===== src/rtl/pc_seq_pkg.sv =====
// Shared types and constants for the PC sequencer: FSM states, next-PC select
// encoding and the default reset PC.
package pc_seq_pkg;

  typedef enum logic [1:0] {
    BOOT,
    RUN,
    REDIR
  } state_e;

  typedef enum logic [2:0] {
    SEQ,
    HOLD,
    BR,
    JMP,
    JR
  } pc_sel_e;

  localparam logic [31:0] RESET_PC_DEFAULT = 32'h0000_0000;

endpackage


===== src/rtl/pc_sequencer_if.sv =====
// Control/status bundle between the pipeline stages and the PC sequencer.
// PC_SEQ_JR_EN adds the jump-register request (JumpReg, JumpRegAddr).
interface pc_sequencer_if;

  logic        Stall;
  logic        BranchTaken;
  logic [31:0] BranchPCPlus4;
  logic [31:0] BranchImm;
  logic        Jump;
  logic [31:0] JumpPCPlus4;
  logic [25:0] JumpIndex;
`ifdef PC_SEQ_JR_EN
  logic        JumpReg;
  logic [31:0] JumpRegAddr;
`endif
  logic [31:0] PC;
  logic [31:0] PCPlus4;
  logic        FetchValid;
  logic        FlushIFID;
  logic        FlushIDEX;
  logic [31:0] RedirectCount;

  modport master (
    output Stall, BranchTaken, BranchPCPlus4, BranchImm, Jump, JumpPCPlus4, JumpIndex,
`ifdef PC_SEQ_JR_EN
    output JumpReg, JumpRegAddr,
`endif
    input  PC, PCPlus4, FetchValid, FlushIFID, FlushIDEX, RedirectCount
  );

  modport slave (
    input  Stall, BranchTaken, BranchPCPlus4, BranchImm, Jump, JumpPCPlus4, JumpIndex,
`ifdef PC_SEQ_JR_EN
    input  JumpReg, JumpRegAddr,
`endif
    output PC, PCPlus4, FetchValid, FlushIFID, FlushIDEX, RedirectCount
  );

endinterface


===== src/rtl/pc_target_calc.sv =====
// Combinational redirect target computation (branch, jump and, with PC_SEQ_JR_EN, jr).
module pc_target_calc (
  input  logic [31:0] branch_pc_plus4_i,
  input  logic [31:0] branch_imm_i,
  input  logic [3:0]  jump_pc_hi_i,
  input  logic [25:0] jump_index_i,
`ifdef PC_SEQ_JR_EN
  input  logic [29:0] jr_addr_hi_i,
  output logic [31:0] jr_target_o,
`endif
  output logic [31:0] branch_target_o,
  output logic [31:0] jump_target_o
);

  // Offset is in words; the sum wraps modulo 2^32.
  assign branch_target_o = branch_pc_plus4_i + (branch_imm_i << 2);
  assign jump_target_o   = {jump_pc_hi_i, jump_index_i, 2'b00};
`ifdef PC_SEQ_JR_EN
  assign jr_target_o     = {jr_addr_hi_i, 2'b00};
`endif

endmodule


===== src/rtl/pc_sequencer.sv =====
// Program-counter controller: PC register, next-PC select, BOOT/RUN/REDIR FSM,
// flush controls and redirect counter. PC_SEQ_JR_EN enables the jr redirect.
module pc_sequencer
  import pc_seq_pkg::*;
#(
  parameter logic [31:0] RESET_PC = RESET_PC_DEFAULT
) (
  input logic           Clk,
  input logic           Rst,
  pc_sequencer_if.slave bus
);

  state_e      state_q, state_d;
  pc_sel_e     sel;
  logic [31:0] pc_q, pc_d;
  logic [31:0] count_q, count_d;
  logic [31:0] branch_target, jump_target, jr_target;
  logic        redirect, flush_ifid, flush_idex;
  logic        jr_req;
  logic        unused_bits;

  pc_target_calc u_target_calc (
    .branch_pc_plus4_i (bus.BranchPCPlus4),
    .branch_imm_i      (bus.BranchImm),
    .jump_pc_hi_i      (bus.JumpPCPlus4[31:28]),
    .jump_index_i      (bus.JumpIndex),
`ifdef PC_SEQ_JR_EN
    .jr_addr_hi_i      (bus.JumpRegAddr[31:2]),
    .jr_target_o       (jr_target),
`endif
    .branch_target_o   (branch_target),
    .jump_target_o     (jump_target)
  );

`ifdef PC_SEQ_JR_EN
  assign jr_req      = bus.JumpReg;
  assign unused_bits = ^{bus.JumpPCPlus4[27:0], bus.JumpRegAddr[1:0]};
`else
  assign jr_req      = 1'b0;
  assign jr_target   = 32'h0;
  assign unused_bits = ^bus.JumpPCPlus4[27:0];
`endif

  always_comb begin
    sel        = SEQ;
    flush_ifid = 1'b0;
    flush_idex = 1'b0;
    // BOOT ignores every request; the older EX branch beats any ID redirect.
    if (state_q == BOOT) begin
      sel = HOLD;
    end else if (bus.BranchTaken) begin
      sel        = BR;
      flush_ifid = 1'b1;
      flush_idex = 1'b1;
    end else if (jr_req) begin
      sel        = JR;
      flush_ifid = 1'b1;
    end else if (bus.Jump) begin
      sel        = JMP;
      flush_ifid = 1'b1;
    end else if (bus.Stall) begin
      sel = HOLD;
    end
  end

  assign redirect = (sel == BR) || (sel == JMP) || (sel == JR);

  always_comb begin
    unique case (sel)
      SEQ:     pc_d = pc_q + 32'd4;
      HOLD:    pc_d = pc_q;
      BR:      pc_d = branch_target;
      JMP:     pc_d = jump_target;
      JR:      pc_d = jr_target;
      default: pc_d = pc_q;
    endcase
  end

  always_comb begin
    state_d = state_q;
    unique case (state_q)
      BOOT:    state_d = RUN;
      RUN,
      REDIR:   state_d = redirect ? REDIR : RUN;
      default: state_d = BOOT;
    endcase
  end

  assign count_d = count_q + {31'b0, redirect};

  always_ff @(posedge Clk or posedge Rst) begin
    if (Rst) begin
      state_q <= BOOT;
      pc_q    <= RESET_PC;
      count_q <= 32'h0;
    end else begin
      state_q <= state_d;
      pc_q    <= pc_d;
      count_q <= count_d;
    end
  end

  assign bus.PC            = pc_q;
  assign bus.PCPlus4       = pc_q + 32'd4;
  assign bus.FetchValid    = (state_q != BOOT);
  assign bus.FlushIFID     = flush_ifid;
  assign bus.FlushIDEX     = flush_idex;
  assign bus.RedirectCount = count_q;

endmodule

===== src/flat_wrapper.sv =====
// flat-port wrapper written by rule: the top's interface ports become plain ports
module pc_sequencer_flat import pc_seq_pkg::*;
#(
  parameter logic [31:0] RESET_PC = RESET_PC_DEFAULT
)
  (Clk, Rst, bus_Stall, bus_BranchTaken, bus_BranchPCPlus4, bus_BranchImm, bus_Jump, bus_JumpPCPlus4, bus_JumpIndex, bus_PC, bus_PCPlus4, bus_FetchValid, bus_FlushIFID, bus_FlushIDEX, bus_RedirectCount);
  pc_sequencer_if bus_i ();
  input logic Clk;
  input logic Rst;
  input wire logic [$bits(bus_i.Stall)-1:0] bus_Stall;
  input wire logic [$bits(bus_i.BranchTaken)-1:0] bus_BranchTaken;
  input wire logic [$bits(bus_i.BranchPCPlus4)-1:0] bus_BranchPCPlus4;
  input wire logic [$bits(bus_i.BranchImm)-1:0] bus_BranchImm;
  input wire logic [$bits(bus_i.Jump)-1:0] bus_Jump;
  input wire logic [$bits(bus_i.JumpPCPlus4)-1:0] bus_JumpPCPlus4;
  input wire logic [$bits(bus_i.JumpIndex)-1:0] bus_JumpIndex;
  output wire logic [$bits(bus_i.PC)-1:0] bus_PC;
  output wire logic [$bits(bus_i.PCPlus4)-1:0] bus_PCPlus4;
  output wire logic [$bits(bus_i.FetchValid)-1:0] bus_FetchValid;
  output wire logic [$bits(bus_i.FlushIFID)-1:0] bus_FlushIFID;
  output wire logic [$bits(bus_i.FlushIDEX)-1:0] bus_FlushIDEX;
  output wire logic [$bits(bus_i.RedirectCount)-1:0] bus_RedirectCount;
  assign bus_i.Stall = bus_Stall;
  assign bus_i.BranchTaken = bus_BranchTaken;
  assign bus_i.BranchPCPlus4 = bus_BranchPCPlus4;
  assign bus_i.BranchImm = bus_BranchImm;
  assign bus_i.Jump = bus_Jump;
  assign bus_i.JumpPCPlus4 = bus_JumpPCPlus4;
  assign bus_i.JumpIndex = bus_JumpIndex;
  assign bus_PC = bus_i.PC;
  assign bus_PCPlus4 = bus_i.PCPlus4;
  assign bus_FetchValid = bus_i.FetchValid;
  assign bus_FlushIFID = bus_i.FlushIFID;
  assign bus_FlushIDEX = bus_i.FlushIDEX;
  assign bus_RedirectCount = bus_i.RedirectCount;
  pc_sequencer #(.RESET_PC(RESET_PC)) u_core (.Clk(Clk), .Rst(Rst), .bus(bus_i));
endmodule

===== config.mk =====
export PLATFORM = sky130hd
export DESIGN_NAME = pc_sequencer_flat
export DESIGN_NICKNAME = d
export VERILOG_FILES = /design/src/rtl/pc_seq_pkg.sv /design/src/rtl/pc_sequencer_if.sv /design/src/rtl/pc_target_calc.sv /design/src/rtl/pc_sequencer.sv /design/src/flat_wrapper.sv
export SDC_FILE = /design/constraint.sdc
export NUM_CORES = 1
export LEC_CHECK = 0
export CAP_MARGIN = 20
export CORE_ASPECT_RATIO = 0.6
export CORE_MARGIN = 2
export CORE_UTILIZATION = 38
export CTS_BUF_LIST = sky130_fd_sc_hd__clkbuf_4 sky130_fd_sc_hd__clkbuf_8
export DETAILED_ROUTE_END_ITERATION = 10
export PLACE_DENSITY = 0.8
export REMOVE_ABC_BUFFERS = 1
export SYNTH_ARGS = -nofsm -noshare
export SYNTH_HDL_FRONTEND = slang
export SYNTH_SLANG_ARGS = --single-unit
export TNS_END_PERCENT = 100

===== constraint.sdc =====
create_clock -name Clk -period 4.13 [get_ports Clk]
set_input_delay 0.826 -clock Clk [delete_from_list [all_inputs] [get_ports Clk]]
set_output_delay 0.826 -clock Clk [all_outputs]
set_load 0.02 [all_outputs]

==> results_tabular.tex, run 1 <==
\begin{tabular}{lr}
\hline
Metric & Value \\
\hline
\multicolumn{2}{l}{\textbf{Logic synthesis}} \\
\quad Post-Syn Area & roughly 5400 um2 \\
\quad Most common flop cell mapped by yosys & sky130\_fd\_sc\_hd\_\_dfrtp\_1 \\
\quad Async set-reset flop share out of synthesis & 1.00 \\
\quad Number of warning messages in the yosys log & 0 \\
\quad EDFF count, synth & 0 \\
\quad Post-Synthesis Mean Instance Area & approximately 8.3 um2 \\
\quad Gate count after technology mapping & between 600 and 700 \\
\quad Sequential area share after synthesis & 0.305 \\
\quad Number of register bits inferred by synthesis & 66 \\
\quad Count of unique library cells instantiated by Yosys & 62 \\
\multicolumn{2}{l}{\textbf{Power}} \\
\quad Proportion of power drawn by combinational gates & 0.590 \\
\quad Power per unit of standard cell area & just under 600 nW/um2 \\
\quad Clock Power Share & 0.150 \\
\quad Cell leakage power & around 0.0032 uW \\
\quad Worst IR Drop VDD & 291 uV \\
\quad Internal Dissipation & roughly 2500 uW \\
\quad Switching pwr & 2090 uW \\
\quad Share of power burned in registers & 0.259 \\
\quad Switching Share & 0.458 \\
\multicolumn{2}{l}{\textbf{GRT}} \\
\quad Vias in the first global route & around 5500 \\
\quad GRT Total Usage & 0.259 \\
\quad Global-route wire length before repair & 30000 um \\
\quad Antenna violations before repair & 0 \\
\quad Total congestion overflow & 0 \\
\quad Pin count of the biggest net entering global routing & 42 \\
\multicolumn{2}{l}{\textbf{Outcome}} \\
\quad Status & complete, no violations \\
\multicolumn{2}{l}{\textbf{Timing}} \\
\quad Worst slew margin & 0.424 \\
\quad Total Neg Setup Slack & 0 ns \\
\quad Share of the clock period used by the worst path & 0.948 \\
\quad RSZ-0062 raised after global routing & false \\
\quad Final-report max-slew violation count & 0 \\
\quad Worst slew pin tran & roughly 0.86 ns \\
\quad Crit path setup slack, layout & approximately 0.21 ns \\
\quad Setup clock skew after layout & 0.00951 ns \\
\quad Hold Vio Cnt, Final & 0 \\
\quad Time the final worst path needs with I/O delays and setup & just under 4 ns \\
\quad Count of endpoints failing setup in the final report & 0 \\
\quad Fmax & roughly 0.26 GHz \\
\multicolumn{2}{l}{\textbf{Worst setup path}} \\
\quad Critical path buffer and inverter count & 1 \\
\quad Worst Path Required & about 3.3 ns \\
\quad Cell with the largest stage delay on the worst path & sky130\_fd\_sc\_hd\_\_clkdlybuf4s50\_1 \\
\quad Capturing element type of the critical path & primary output \\
\quad CP arrival & a little over 3 ns \\
\quad Worst Path Max Fanout & 7 \\
\quad Crit path largest cell delay & between 0.6 and 0.7 ns \\
\quad Critical path launch point type & flip-flop \\
\quad Crit Path Class & flip-flop to primary output \\
\quad Dominant delay contributor by cell family on the critical path & simple AND/OR/NAND/NOR gates \\
\quad Critical path, cell by cell & ha\_1 -> and2\_1 -> nand4\_1 -> nor3\_1 -> and3\_1 -> xor2\_1 -> clkdlybuf4s50\_1 \\
\multicolumn{2}{l}{\textbf{Finish}} \\
\quad Number of nets in the layout & $\sim$1000 \\
\quad Layout Utilization & 0.571 \\
\quad Layout cells sized above 1 & 0.0504 \\
\quad Antenna cells & 0 \\
\quad Area overhead of the layout relative to synthesis & 45.3\% \\
\quad Finished Layout Cells & roughly 1000 \\
\quad Final cell area excluding filler cells & between 7000 and 8000 um2 \\
\quad Most frequent cells in the layout & 195 x sky130\_fd\_sc\_hd\_\_clkdlybuf4s50\_1, 68 x sky130\_fd\_sc\_hd\_\_nand2\_1, 66 x sky130\_fd\_sc\_hd\_\_dfrtp\_1, 47 x sky130\_fd\_sc\_hd\_\_nor2\_1, 46 x sky130\_fd\_sc\_hd\_\_xnor2\_1 \\
\quad Leading cell type in the layout, fill and taps excluded & sky130\_fd\_sc\_hd\_\_clkdlybuf4s50\_1 \\
\multicolumn{2}{l}{\textbf{Detailed routing}} \\
\quad Antenna viol nets, final & 0 \\
\quad Total vias in the final route & 6093 \\
\quad Post-detailed-route wirelength per cell & approximately 19 um \\
\quad Wirelength, routed & between 15000 and 20000 um \\
\quad Iter 0 DRT Violations & approximately 580 \\
\quad Length of the first detailed-routing pass in iterations & 7 \\
\quad Via count normalized by instance count & 5.83 \\
\quad DRC violations left & 0 \\
\multicolumn{2}{l}{\textbf{Floorplan}} \\
\quad Overall die width & 158 um \\
\quad Overall die height & 96.5 um \\
\quad Number of ports placed on the die boundary & 226 \\
\quad Initial core utilization & 0.393 \\
\quad Placeable core area & roughly 14000 um2 \\
\quad Total number of placement rows & 33 \\
\quad Total die area & around 15000 um2 \\
\multicolumn{2}{l}{\textbf{Placed design}} \\
\quad Placed Instances & $\sim$1000 \\
\quad Gp weighted congestion & 0.943 \\
\quad Post-detailed-placement half-perimeter wirelength & 15700 um \\
\quad Placed cell area & 7620 um2 \\
\quad Port Buffers & just under 200 \\
\quad Dpl ws & around 0.18 ns \\
\multicolumn{2}{l}{\textbf{Clock tree}} \\
\quad Root Buffer Master & sky130\_fd\_sc\_hd\_\_clkbuf\_8 \\
\quad Number of buffers on the longest clock path & 2 \\
\quad H-Tree Level Count & 3 \\
\quad Resize count post-CTS & 0 \\
\quad Clock input transition at the sequential cells of the worst setup and hold paths & roughly 0.080 ns \\
\quad Clock buffers created by TritonCTS & 9 \\
\quad Post-CTS setup buffers & 0 \\
\quad Clock latency at the later pin of the worst-skew pair & around 0.36 ns \\
\quad \# hold bufs at CTS & 0 \\
\quad Clock tree from TritonCTS & done \\
\quad CTS Sinks & 66 \\
\multicolumn{2}{l}{\textbf{Job}} \\
\quad Max-cap viol count & 0 \\
\multicolumn{2}{l}{\textbf{Worst hold path}} \\
\quad Worst min-delay path class & flip-flop to flip-flop \\
\hline
\end{tabular}
==> path summary, 6_finish.rpt <==
check	slack [ns]	endpoint	startpoint	cells after the start
min in group asynchronous	0.97	u_core.bus.RedirectCount[14]	Rst	2
hold / removal	0.48	u_core.bus.RedirectCount[31]	u_core.bus.RedirectCount[31]	1
hold reg to reg	0.48	u_core.bus.RedirectCount[31]	u_core.bus.RedirectCount[31]	1
setup / recovery	0.21	bus_PCPlus4[22]	u_core.bus.PC[2]	7
setup reg to reg	1.13	u_core.bus.RedirectCount[26]	u_core.state_q[0]	14
max in group asynchronous	2.25	u_core.bus.PC[16]	Rst	3
==> state kept, by name, summed over array words and instances (netlist names) <==
register / flops
u_core.bus.RedirectCount: 32
u_core.bus.PC: 32
u_core.state_q: 2
==> power by group through the flow <==
stage	Clock (uW)	Sequential, uW	Combinational, uW
2_1_floorplan	0	1340	1190
3_3_place_gp	0	1180	2640
3_5_place_dp	0	1180	2670
4_1_cts	697	1180	2680
5_1_grt	729	1220	2870
6_report	686	1180	2690
==> cell type report <==
type,count,area (um2)
Clock buffer,10,131
Inverter,17,63.8
Tap cell,192,240
Multi-Input combinational cell,542,3580
Fill cell,1302,5920
Timing Repair Buffer,213,2090
Sequential cell,66,1650
Clock inverter,6,115
==> cells by family (layout without fill, tap and decap cells) <==
kind of cell	Yosys count	after routing	share of synthesized area
and+or+nand+nor	239	239	0.216
AOI/OAI and AO/OA	185	185	0.227
xor gates and xnor gates	77	77	0.125
DFF	66	66	0.305
buffers and inverters	46	246	0.0342
adders and majority gates	35	35	0.0822
muxes	6	6	0.0113
==> stage by stage <==
step           power, uW  hold WS, ns
3_3_place_gp        3820        0.470
3_5_place_dp        3850        0.464
4_1_cts             4550        0.475
2_1_floorplan       2520        0.560
5_1_grt             4820        0.481
6_report            4560        0.476
==> cells in the mapped netlist, drive strengths merged, types with 4 or more instances <==
cell | number | area, um2
buf | 9 | 46.3
and4 | 4 | 35.0
mux2i | 5 | 50.1
nand4 | 21 | 131
o21ai | 45 | 225
and2 | 9 | 56.3
nand2 | 69 | 262
a31oi | 7 | 43.8
a221o | 6 | 60.1
nor2 | 47 | 176
a21o | 11 | 82.6
o211ai | 5 | 37.5
xor2 | 31 | 272
a22oi | 6 | 45.0
o21bai | 4 | 30.0
nor4 | 5 | 31.3
and3 | 17 | 106
o221ai | 6 | 52.6
nor3 | 13 | 65.1
nand3 | 39 | 200
clkbuf | 20 | 75.1
a222oi | 4 | 40.0
xnor2 | 46 | 403
ha | 34 | 425
a211o | 5 | 45.0
a211oi | 7 | 52.6
nor2b | 4 | 25.0
dfrtp | 66 | 1650
a21oi | 45 | 225
a221oi | 8 | 70.1
inv | 15 | 56.3
o22ai | 6 | 37.5
==> routing by layer <==
| layer | share of wire | global-route usage | routed length, um |
|---|---|---|---|
| met5 | 0 | 0 | 0 |
| met4 | 0.010 | 0.0533 | 201 |
| met3 | 0.12 | 0.0816 | 2400 |
| met2 | 0.41 | 0.377 | 8140 |
| met1 | 0.46 | 0.375 | 9130 |
==> worst reg2reg max path: stages (launching register included) <==
cell and delay (ns):
sky130_fd_sc_hd__dfrtp_1 0.35, sky130_fd_sc_hd__inv_1 0.05, sky130_fd_sc_hd__ha_1 0.32, sky130_fd_sc_hd__clkinv_1 0.10, sky130_fd_sc_hd__o21ai_1 0.09, sky130_fd_sc_hd__inv_1 0.09, sky130_fd_sc_hd__ha_1 0.20, sky130_fd_sc_hd__ha_1 0.23
sky130_fd_sc_hd__nand2_1 0.06, sky130_fd_sc_hd__nor2_1 0.21, sky130_fd_sc_hd__nand3_1 0.23, sky130_fd_sc_hd__nor2_1 0.33, sky130_fd_sc_hd__nand4_1 0.18, sky130_fd_sc_hd__or2_2 0.31, sky130_fd_sc_hd__xnor2_1 0.12
No activity file was read; power rests on OpenSTA's default activity.
==> inputs of run 2 (changes only) <==
--- a/config.mk
+++ b/config.mk
@@ -11,6 +11,7 @@
 export CORE_UTILIZATION = 38
 export CTS_BUF_LIST = sky130_fd_sc_hd__clkbuf_4 sky130_fd_sc_hd__clkbuf_8
 export DETAILED_ROUTE_END_ITERATION = 10
+export HOLD_SLACK_MARGIN = 0.06
 export PLACE_DENSITY = 0.8
 export REMOVE_ABC_BUFFERS = 1
 export SYNTH_ARGS = -nofsm -noshare
==> results of run 2 <==
Same layout as run 1: the final DEF is identical, and so are final timing and power.
==> inputs of run 3 (changes only) <==
--- a/config.mk
+++ b/config.mk
@@ -11,6 +11,7 @@
 export CORE_UTILIZATION = 38
 export CTS_BUF_LIST = sky130_fd_sc_hd__clkbuf_4 sky130_fd_sc_hd__clkbuf_8
 export DETAILED_ROUTE_END_ITERATION = 10
+export GPL_TIMING_DRIVEN = 0
 export HOLD_SLACK_MARGIN = 0.06
 export PLACE_DENSITY = 0.8
 export REMOVE_ABC_BUFFERS = 1
==> results_tabular.tex, run 3 (synthesis gave the netlist of run 1 again) <==
\begin{tabular}{lr}
\hline
Metric & Value \\
\hline
\multicolumn{2}{l}{\textbf{Detailed routing}} \\
\quad Wirelength, routed & approximately 20000 um \\
\quad Top routing layer used & met4 \\
\quad Detailed-route wire length on metal 1 & a little over 9000 um \\
\quad Iter 0 DRT Violations & 486 \\
\quad Wire length on met2 & between 8000 and 9000 um \\
\quad DRC violations left & 0 \\
\quad Total met3 wirelength after detailed routing & 2320 um \\
\quad Total vias in the final route & approximately 6000 \\
\quad Length of the first detailed-routing pass in iterations & 5 \\
\quad Antenna viol nets, final & 0 \\
\quad Via count normalized by instance count & a little under 6 \\
\quad Post-detailed-route wirelength per cell & just under 20 um \\
\multicolumn{2}{l}{\textbf{Worst setup path}} \\
\quad Worst Path Required & approximately 3.3 ns \\
\quad Setup slack of the most critical reg-to-reg path & about 0.21 ns \\
\quad Crit Path Class & flip-flop to primary output \\
\quad Reg-to-reg startpoint & u\_core.state\_q[0] \\
\quad Worst Path Max Fanout & 22 \\
\quad CP arrival & between 3 and 4 ns \\
\quad Terminus of the critical flop-to-flop path & u\_core.bus.RedirectCount[31] \\
\quad Capturing element type of the critical path & primary output \\
\quad Critical path launch point type & flip-flop \\
\quad Worst Reg-to-Reg Cells & 13 \\
\multicolumn{2}{l}{\textbf{Timing}} \\
\quad Total Neg Setup Slack & 0 ns \\
\quad Hold Vio Cnt, Final & 0 \\
\quad Fmax & roughly 0.25 GHz \\
\quad Share of the clock period used by the worst path & 0.973 \\
\quad Count of endpoints failing setup in the final report & 0 \\
\quad Worst slew pin tran & between 1 and 1.5 ns \\
\quad Time the final worst path needs with I/O delays and setup & about 4.0 ns \\
\quad Worst slew margin & 0.321 \\
\quad RSZ-0062 raised after global routing & false \\
\quad Setup clock skew after layout & 0.00556 ns \\
\quad Final-report max-slew violation count & 0 \\
\multicolumn{2}{l}{\textbf{Clock tree}} \\
\quad CTS Sinks & between 60 and 70 \\
\quad Clock latency at the later pin of the worst-skew pair & $\sim$0.36 ns \\
\quad Number of buffers on the longest clock path & 2 \\
\quad Clock input transition at the sequential cells of the worst setup and hold paths & 0.08 ns \\
\quad Clock tree from TritonCTS & done \\
\quad \# hold bufs at CTS & 0 \\
\quad Root Buffer Master & sky130\_fd\_sc\_hd\_\_clkbuf\_8 \\
\quad H-Tree Level Count & 3 \\
\quad Clock buffers created by TritonCTS & 9 \\
\multicolumn{2}{l}{\textbf{Power}} \\
\quad Clock Power Share & 0.120 \\
\quad Switching Share & 0.482 \\
\quad Share of power burned in registers & 0.268 \\
\quad Switching pwr & about 2100 uW \\
\quad Proportion of power drawn by combinational gates & 0.612 \\
\quad Cell leakage power & approximately 0.0032 uW \\
\quad Internal Dissipation & between 2000 and 2500 uW \\
\quad Final Power & roughly 4400 uW \\
\quad Worst IR Drop VDD & about 260 uV \\
\quad Power per unit of standard cell area & roughly 570 nW/um2 \\
\multicolumn{2}{l}{\textbf{Finish}} \\
\quad Layout cells sized above 1 & 0.0499 \\
\quad Area overhead of the layout relative to synthesis & 43.7\% \\
\quad Leading cell type in the layout, fill and taps excluded & sky130\_fd\_sc\_hd\_\_clkdlybuf4s50\_1 \\
\quad Number of nets in the layout & between 900 and 1000 \\
\quad Layout Utilization & 0.564 \\
\quad Antenna cells & 0 \\
\quad Most frequent cells in the layout & 193 x sky130\_fd\_sc\_hd\_\_clkdlybuf4s50\_1, 67 x sky130\_fd\_sc\_hd\_\_nand2\_1, 66 x sky130\_fd\_sc\_hd\_\_dfrtp\_1, 46 x sky130\_fd\_sc\_hd\_\_xnor2\_1, 45 x sky130\_fd\_sc\_hd\_\_nor2\_1 \\
\quad Final cell area excluding filler cells & approximately 7800 um2 \\
\multicolumn{2}{l}{\textbf{Floorplan}} \\
\quad Overall die width & $\sim$160 um \\
\quad Total die area & 15300 um2 \\
\quad Overall die height & a little under 100 um \\
\quad Total number of placement rows & 33 \\
\quad Placeable core area & between 10000 and 15000 um2 \\
\quad Initial core utilization & 0.393 \\
\quad Number of ports placed on the die boundary & roughly 230 \\
\multicolumn{2}{l}{\textbf{Placed design}} \\
\quad Post-detailed-placement half-perimeter wirelength & between 15000 and 20000 um \\
\quad Port Buffers & between 150 and 200 \\
\quad Placed cell area & between 7000 and 8000 um2 \\
\quad Gp weighted congestion & $\sim$0.93 \\
\multicolumn{2}{l}{\textbf{GRT}} \\
\quad Vias in the first global route & 5545 \\
\quad GRT Total Usage & 0.261 \\
\quad Global-route wire length before repair & about 30000 um \\
\quad Total congestion overflow & 0 \\
\quad Pin count of the biggest net entering global routing & 67 \\
\quad Antenna violations before repair & 0 \\
\multicolumn{2}{l}{\textbf{Job}} \\
\quad Max-cap viol count & 0 \\
\multicolumn{2}{l}{\textbf{Worst hold path}} \\
\quad Sink of the worst hold path & u\_core.bus.RedirectCount[31] \\
\quad Critical hold path startpoint & u\_core.bus.RedirectCount[31] \\
\quad Worst min-delay path class & flip-flop to flip-flop \\
\quad Hold Path Cell Cnt & 1 \\
\multicolumn{2}{l}{\textbf{Outcome}} \\
\quad Status & complete, no violations \\
\hline
\end{tabular}
-- run 3: changes by cell type in the layout (fill, tap and decap cells not counted), moves of 2 or more --
cell / before / now
sky130_fd_sc_hd__buf_4: 18 / 2
sky130_fd_sc_hd__nor2_1: 47 / 45
sky130_fd_sc_hd__nor2_2: 0 / 2
sky130_fd_sc_hd__inv_6: 0 / 2
sky130_fd_sc_hd__nor3_1: 13 / 11
sky130_fd_sc_hd__clkinvlp_4: 1 / 4
sky130_fd_sc_hd__bufinv_16: 3 / 0
sky130_fd_sc_hd__clkdlybuf4s50_1: 195 / 193
sky130_fd_sc_hd__buf_8: 0 / 2
-- run 3: area by class of cell --
| class | count | area, um2 |
|---|---|---|
| Fill cell | 1299 | 6010 |
| Inverter | 17 | 71.3 |
| Tap cell | 192 | 240 |
| Clock buffer | 10 | 138 |
| Clock inverter | 6 | 48.8 |
| Timing Repair Buffer | 200 | 2010 |
| Timing Repair inverter | 1 | 5.00 |
| Sequential cell | 66 | 1650 |
| Multi-Input combinational cell | 542 | 3620 |
-- run 3: per-layer routing --
metal	up-vias	track usage
met4	0	0.0495
met5	-	0
met3	13	0.0696
li1	2790	-
met1	2848	0.381
met2	355	0.390
-- run 3: through the flow --
step | std cells | hold WS, ns | setup slack (ns)
2_1_floorplan | 625 | 0.560 | 0.806
3_3_place_gp | 1012 | 0.469 | -1.51
3_5_place_dp | 1015 | 0.469 | -0.775
4_1_cts | 1031 | 0.481 | 0.0117
5_1_grt | 1034 | 0.506 | 0.00628
6_report | 1034 | 0.480 | 0.111
-- run 3: how the worst max path moves through the flow --
stage	cells after the start	from	endpoint	slack, ns
4_1_cts	7	u_core.bus.PC[9]	bus_PCPlus4[31]	0.01
3_5_place_dp	4	bus_BranchTaken	bus_FlushIDEX	-0.78
2_1_floorplan	14	u_core.state_q[0]	u_core.bus.RedirectCount[26]	0.81
6_report	6	u_core.state_q[0]	bus_FlushIDEX	0.11
3_3_place_gp	11	bus_BranchTaken	u_core.bus.RedirectCount[31]	-1.51
5_1_grt	13	u_core.state_q[0]	u_core.bus.RedirectCount[27]	0.006
-- run 3: power by group through the flow --
stage	registers, uW	logic (uW)	clock network [uW]
6_report	1190	2710	530
5_1_grt	1220	2890	571
4_1_cts	1180	2690	542
3_5_place_dp	1180	2660	0
3_3_place_gp	1180	2590	0
2_1_floorplan	1340	1190	0
-- run 3: worst max-delay path: stages (launching register included) --
cell and delay, ns:
sky130_fd_sc_hd__dfrtp_1 0.38, sky130_fd_sc_hd__inv_1 0.07, sky130_fd_sc_hd__ha_1 0.42, sky130_fd_sc_hd__clkinv_1 0.46
sky130_fd_sc_hd__nand2_4 0.42, sky130_fd_sc_hd__clkinv_2 0.41, sky130_fd_sc_hd__clkdlybuf4s50_1 0.66
-- run 3: timing repair --
action / CTS / global route
gates cloned: 0 / 1
setup buffers: 0 / 2
pin swaps: 0 / 0
resized for setup: 8 / 5
endpoints found under the setup margin: 13 / 12
